--- src/rtl/pc_fetch.sv ---
// Program counter and single-byte instruction fetch sequencer.
// Fetches one byte per memory handshake and hands it to the decoder; jumps redirect the stream.
//
// state | meaning
// ------+---------------------------------------------------------
// IDLE  | after reset; waits for halt to drop before first fetch
// FETCH | mem_req high, waiting for mem_ack
// HOLD  | fetched byte presented on ins, waiting for ins_ready
module pc_fetch #(
  parameter logic [15:0] RESET_PC = 16'h0000
) (
  input  logic        clk,
  input  logic        rst,
  input  logic        halt,
  input  logic        jmp_load,
  input  logic [15:0] jmp_target,
  output logic [15:0] pc,
  output logic        mem_req,
  output logic [15:0] mem_addr,
  input  logic        mem_ack,
  input  logic [7:0]  mem_rdata,
  output logic        ins_valid,
  output logic [7:0]  ins,
  input  logic        ins_ready
);

  localparam logic [1:0] S_IDLE  = 2'd0;
  localparam logic [1:0] S_FETCH = 2'd1;
  localparam logic [1:0] S_HOLD  = 2'd2;

  logic [1:0]  state_q, state_d;
  logic [15:0] pc_d;
  logic [15:0] addr_d;
  logic [7:0]  ins_d;
  logic        kill_q, kill_d;

  always_comb begin
    state_d = state_q;
    pc_d    = pc;
    addr_d  = mem_addr;
    ins_d   = ins;
    kill_d  = kill_q;

    case (state_q)
      S_IDLE: begin
        if (jmp_load)
          pc_d = jmp_target;
        if (!halt) begin
          addr_d  = jmp_load ? jmp_target : pc;
          state_d = S_FETCH;
        end
      end

      S_FETCH: begin
        if (jmp_load) begin
          pc_d = jmp_target;
          // A byte acked alongside the jump is dropped and the target request
          // issues straight away; otherwise the in-flight byte must be killed.
          if (mem_ack) begin
            addr_d = jmp_target;
            kill_d = 1'b0;
          end else begin
            kill_d = 1'b1;
          end
        end else if (mem_ack) begin
          if (kill_q) begin
            kill_d = 1'b0;
            addr_d = pc;
          end else begin
            ins_d   = mem_rdata;
            pc_d    = pc + 16'd1;
            state_d = S_HOLD;
          end
        end
      end

      S_HOLD: begin
        if (jmp_load) begin
          pc_d    = jmp_target;
          addr_d  = jmp_target;
          state_d = S_FETCH;
        end else if (ins_ready) begin
          addr_d  = pc;
          state_d = S_FETCH;
        end
      end

      default: state_d = S_IDLE;
    endcase
  end

  always_ff @(posedge clk) begin
    if (rst) begin
      state_q   <= S_IDLE;
      pc        <= RESET_PC;
      kill_q    <= 1'b0;
      mem_req   <= 1'b0;
      mem_addr  <= 16'h0000;
      ins_valid <= 1'b0;
      ins       <= 8'h00;
    end else begin
      state_q   <= state_d;
      pc        <= pc_d;
      kill_q    <= kill_d;
      mem_addr  <= addr_d;
      ins       <= ins_d;
      // Handshake outputs are flops of the next state so nothing reaches a port combinationally.
      mem_req   <= (state_d == S_FETCH);
      ins_valid <= (state_d == S_HOLD);
    end
  end

endmodule

--- config.mk ---
export PLATFORM = sky130hd
export DESIGN_NAME = pc_fetch
export DESIGN_NICKNAME = d
export VERILOG_FILES = /design/src/rtl/pc_fetch.sv
export SDC_FILE = /design/constraint.sdc
export NUM_CORES = 1
export LEC_CHECK = 0
export BUFFER_PORTS_ARGS = -buffer_cell sky130_fd_sc_hd__buf_2
export CAP_MARGIN = 20
export CORE_ASPECT_RATIO = 2
export CORE_MARGIN = 4
export CORE_UTILIZATION = 28
export CTS_CLUSTER_DIAMETER = 80
export DETAILED_ROUTE_END_ITERATION = 10
export PLACE_DENSITY_LB_ADDON = 0.25
export SYNTH_ARGS = -nofsm -noshare
export SYNTH_HDL_FRONTEND = slang
export SYNTH_SLANG_ARGS = --single-unit
--- constraint.sdc ---
create_clock -name clk -period 3.15 [get_ports clk]
set_input_delay 0.63 -clock clk [delete_from_list [all_inputs] [get_ports clk]]
set_output_delay 0.63 -clock clk [all_outputs]
set_load 0.01 [all_outputs]
==> results.txt <==
----------------------------------------------------
[Clocking]
  Hold_buf cts ... 0
  Buffer depth of the longest clock path ... 2
  H-tree levels ... 2
  CTS sink cnt ... between 40 and 50
  Number of buffers added by the clock tree synthesis step ... 5
  Clk Tree Root Cell ... clkbuf_16
  Clock Latency Late Sink ... between 200 and 300 ps
  Post-CTS repair timing setup buffer count ... 0
  Clock slew at reported path FFs ... around 60 ps
  TritonCTS clock tree ... yes
  Number of cells upsized or downsized after cts ... 0

[Drt]
  Detailed Route WL ... 7.32 mm
  DR DRC count ... 0
  Routed wire length per instance ... 16.7 um
  Routed via count ... 2287
  DR vias/cell ... roughly 5.2
  DRT Pass-1 Iters ... 4
  Detailed Route Iter0 Violations ... 112
  Number of nets with antenna violations after detailed routing ... 0

[Yosys]
  Area of the mapped netlist ... about 2300 um^2
  Avg Synthesized Cell Area ... 8.19 um^2
  Area share of the largest cell type after synthesis ... 0.391
  Most area-hungry cell type in the Yosys netlist ... dfxtp_1
  Net Count, Synth ... 312
  Synth area leaders ... dfxtp_1 39%, nand2_1 6.4%, mux2i_1 6.1%
  Post-Synthesis Cells ... around 280
  Fraction of the yosys area taken by sequential cells ... 0.391
  Number of storage elements in the synthesis netlist ... 45
  Yosys warnings ... 0
  Synth unique cells ... 52

[Power and ir drop]
  Tot Pwr ... approximately 1.6 mW
  Clock network fraction of total power ... 0.420
  Switching share of power ... 0.268
  Cell Pwr Density ... 558 nW/um^2
  Maximum vdd ir drop ... ~230 uV
  Part of the total power dissipated in combinational logic ... 0.165
  Static Leak ... about 1.2 nW
  Reg power frac ... 0.415
  Internal power component ... 1.18 mW
  Sw Pwr ... between 400 and 500 uW

[GRT]
  Antenna violations before repair ... 0
  Number of global-route vias before repair ... roughly 2.3k
  Global-route wire length before repair ... approximately 12 mm
  Global router's overall resource usage ... 0.155
  Pin count of the biggest net entering global routing ... 45
  Total grt overflow ... 0

[Placement]
  Pre-CTS setup slack ... about 900 ps
  Detailed placer's ending HPWL ... approximately 5.5 mm
  Weighted congestion at the end of routability-driven global placement ... between 0.7 and 0.8
  Port buffer count ... 71
  Total instance count after detailed placement ... 430

[Layout]
  Leading cell type in the layout, fill and taps excluded ... buf_2
  Sequential cell area ... around 900 um^2
  Most used cells in the layout excluding fill and tap cells ... 71 x buf_2, 45 x dfxtp_1, 39 x nand2_1
  Final Non-Filler Cells ... between 400 and 500
  Share of post-route cells with drive strength above 1 ... 0.278
  Filler Cell Count ... between 800 and 900
  Final antenna diode count ... 0
  Area taken by multi-input logic gates ... between 1000 and 1500 um^2
  Number of nets in the layout ... between 300 and 400
  Area growth from synthesis to final layout ... 25.8%

[Worst setup path]
  Cell with the largest stage delay on the worst path ... dfxtp_1
  Setup slack, reg-to-reg ... a little over 900 ps
  CP Class ... register to register
  Maximum fanout along the worst path ... 32
  Critical register-to-register path endpoint ... mem_addr[14]
  Nature of the critical path startpoint ... register
  Worst path cell trace ... or3b_1, o21ai_1, a221oi_4, buf_4, nor2_1, a311oi_1
  CP max stage delay ... just under 800 ps
  Worst EP arrival ... 2410 ps
  Path depth of the worst reg2reg path ... 6
  FF-to-FF Start ... state_q[0]
  Buffering stage count on the worst path with inverters included ... 1
  Critical path's top delay family ... flip-flops
  Required time of the worst setup path ... ~3300 ps
  Critical Path End Type ... register

[Die]
  Area of the die ... 9820 um^2
  Floorplan die width ... between 70 and 80 um
  Std-Cell Core Area ... 8000 um^2
  Ports placed on the boundary ... 72
  Vertical die dimension ... 136 um
  Initial standard-cell utilization of the core ... 0.288
  Count of standard-cell rows ... 46

[Timing]
  Fraction of the cycle the final worst path needs ... 0.705
  Maximum frequency from static timing analysis ... roughly 450 MHz
  Actual slew at the worst max-slew pin ... about 800 ps
  Total Neg Setup Slack ... 0 ps
  Number of setup violations in the final report ... 0
  Final worst-path setup slack ... roughly 930 ps
  Final critical path time including I/O delays and setup ... 2220 ps
  RSZ-0062 raised after global routing ... false
  Remaining max-slew budget at the tightest pin ... 0.468
  Pins Over Slew Limit ... 0
  Final setup skew ... 4.15 ps
  Hold violation count in the final report ... 0

[Min path]
  Worst min-delay path startpoint ... ins[1]
  Hold WC Path Type ... register to register
  Hold Crit Depth ... 2
  Min-Delay Endpoint ... ins[1]

[Flow run]
  Maximum Capacitance Violations ... 0

[Status]
  Result of the run ... finished clean

----------------------------------------------------
routing by layer:
| layer | up-vias | wire length, um | global-route usage |
|---|---|---|---|
| met1 | 1072 | 2710 | 0.158 |
| li1 | 1160 | - | - |
| met4 | 0 | 150 | 0.0596 |
| met5 | - | 0 | 0 |
| met2 | 44 | 4170 | 0.295 |
| met3 | 11 | 284 | 0.0311 |
synth_stat cells, drive strengths merged:
cell,n
a2111oi,2
a211oi,16
a21boi,1
a21o,1
a21oi,27
a221oi,1
a22o,1
a22oi,2
a311oi,6
a31oi,2
and2,1
and2b,1
and3,3
and4,2
buf,7
clkbuf,13
dfxtp,45
ha,1
inv,3
mux2i,14
nand2,39
nand2b,3
nand3,10
nand3b,1
nand4,5
nand4bb,1
nor2,28
nor2b,2
nor3,3
nor3b,3
nor4,2
o211a,1
o211ai,1
o21a,2
o21ai,14
o22ai,4
o31ai,3
o32ai,2
o41ai,2
or2,2
or2b,1
or3b,2
or4,1
worst min-delay path: cells and delay by family (launching register included):
kind,cells,cell delay (ps)
AOI/OAI and AO/OA,1,50
DFF,1,300
and+or+nand+nor,1,50
sequential cells by signal, indices dropped and copies added (netlist names):
name	count
kill_q	1
mem_addr	16
state_q	2
pc	16
mem_req	1
ins_valid	1
ins	8
cells by family after synthesis:
logic type	share of synthesized area
buf+inv	0.0473
compound gates	0.254
mux	0.0609
flops	0.391
fa+ha+maj	0.00543
simple gates	0.241
area by class of cell:
class	count	share of cell area
Tap cell	96	0.0415
Sequential cell	45	0.311
Multi-Input combinational cell	213	0.450
Inverter	3	0.00389
Clock inverter	3	0.0225
Timing Repair Buffer	73	0.128
Clock buffer	5	0.0432
worst max path at each step:
stage                          start      endpoint  cells past startpoint
after floorplan                pc[2]        pc[15]                      5
after global placement      jmp_load        pc[15]                      7
after detailed placement    jmp_load  mem_addr[14]                      6
after CTS                 state_q[0]  mem_addr[14]                      6
after global routing      state_q[0]  mem_addr[14]                      6
final                     state_q[0]  mem_addr[14]                      6
power groups by stage:
stage                     combinational, mW  clock (mW)  sequential [mW]
after detailed placement              0.271           0            0.684
after global routing                  0.297       0.717            0.679
after global placement                0.268           0            0.684
after floorplan                       0.152           0            0.688
final                                 0.267       0.678            0.671
after CTS                             0.272       0.694            0.671
stage by stage:
step | util | instance area (um^2) | hold slack, ps
floorplan | - | 2300 | 481
global placement | 0.338 | 2710 | 441
detailed placement | 0.338 | 2710 | 444
CTS | 0.362 | 2900 | 453
global route | 0.362 | 2900 | 475
finish | 0.362 | 2900 | 449
(Power assumes the default switching activity.)
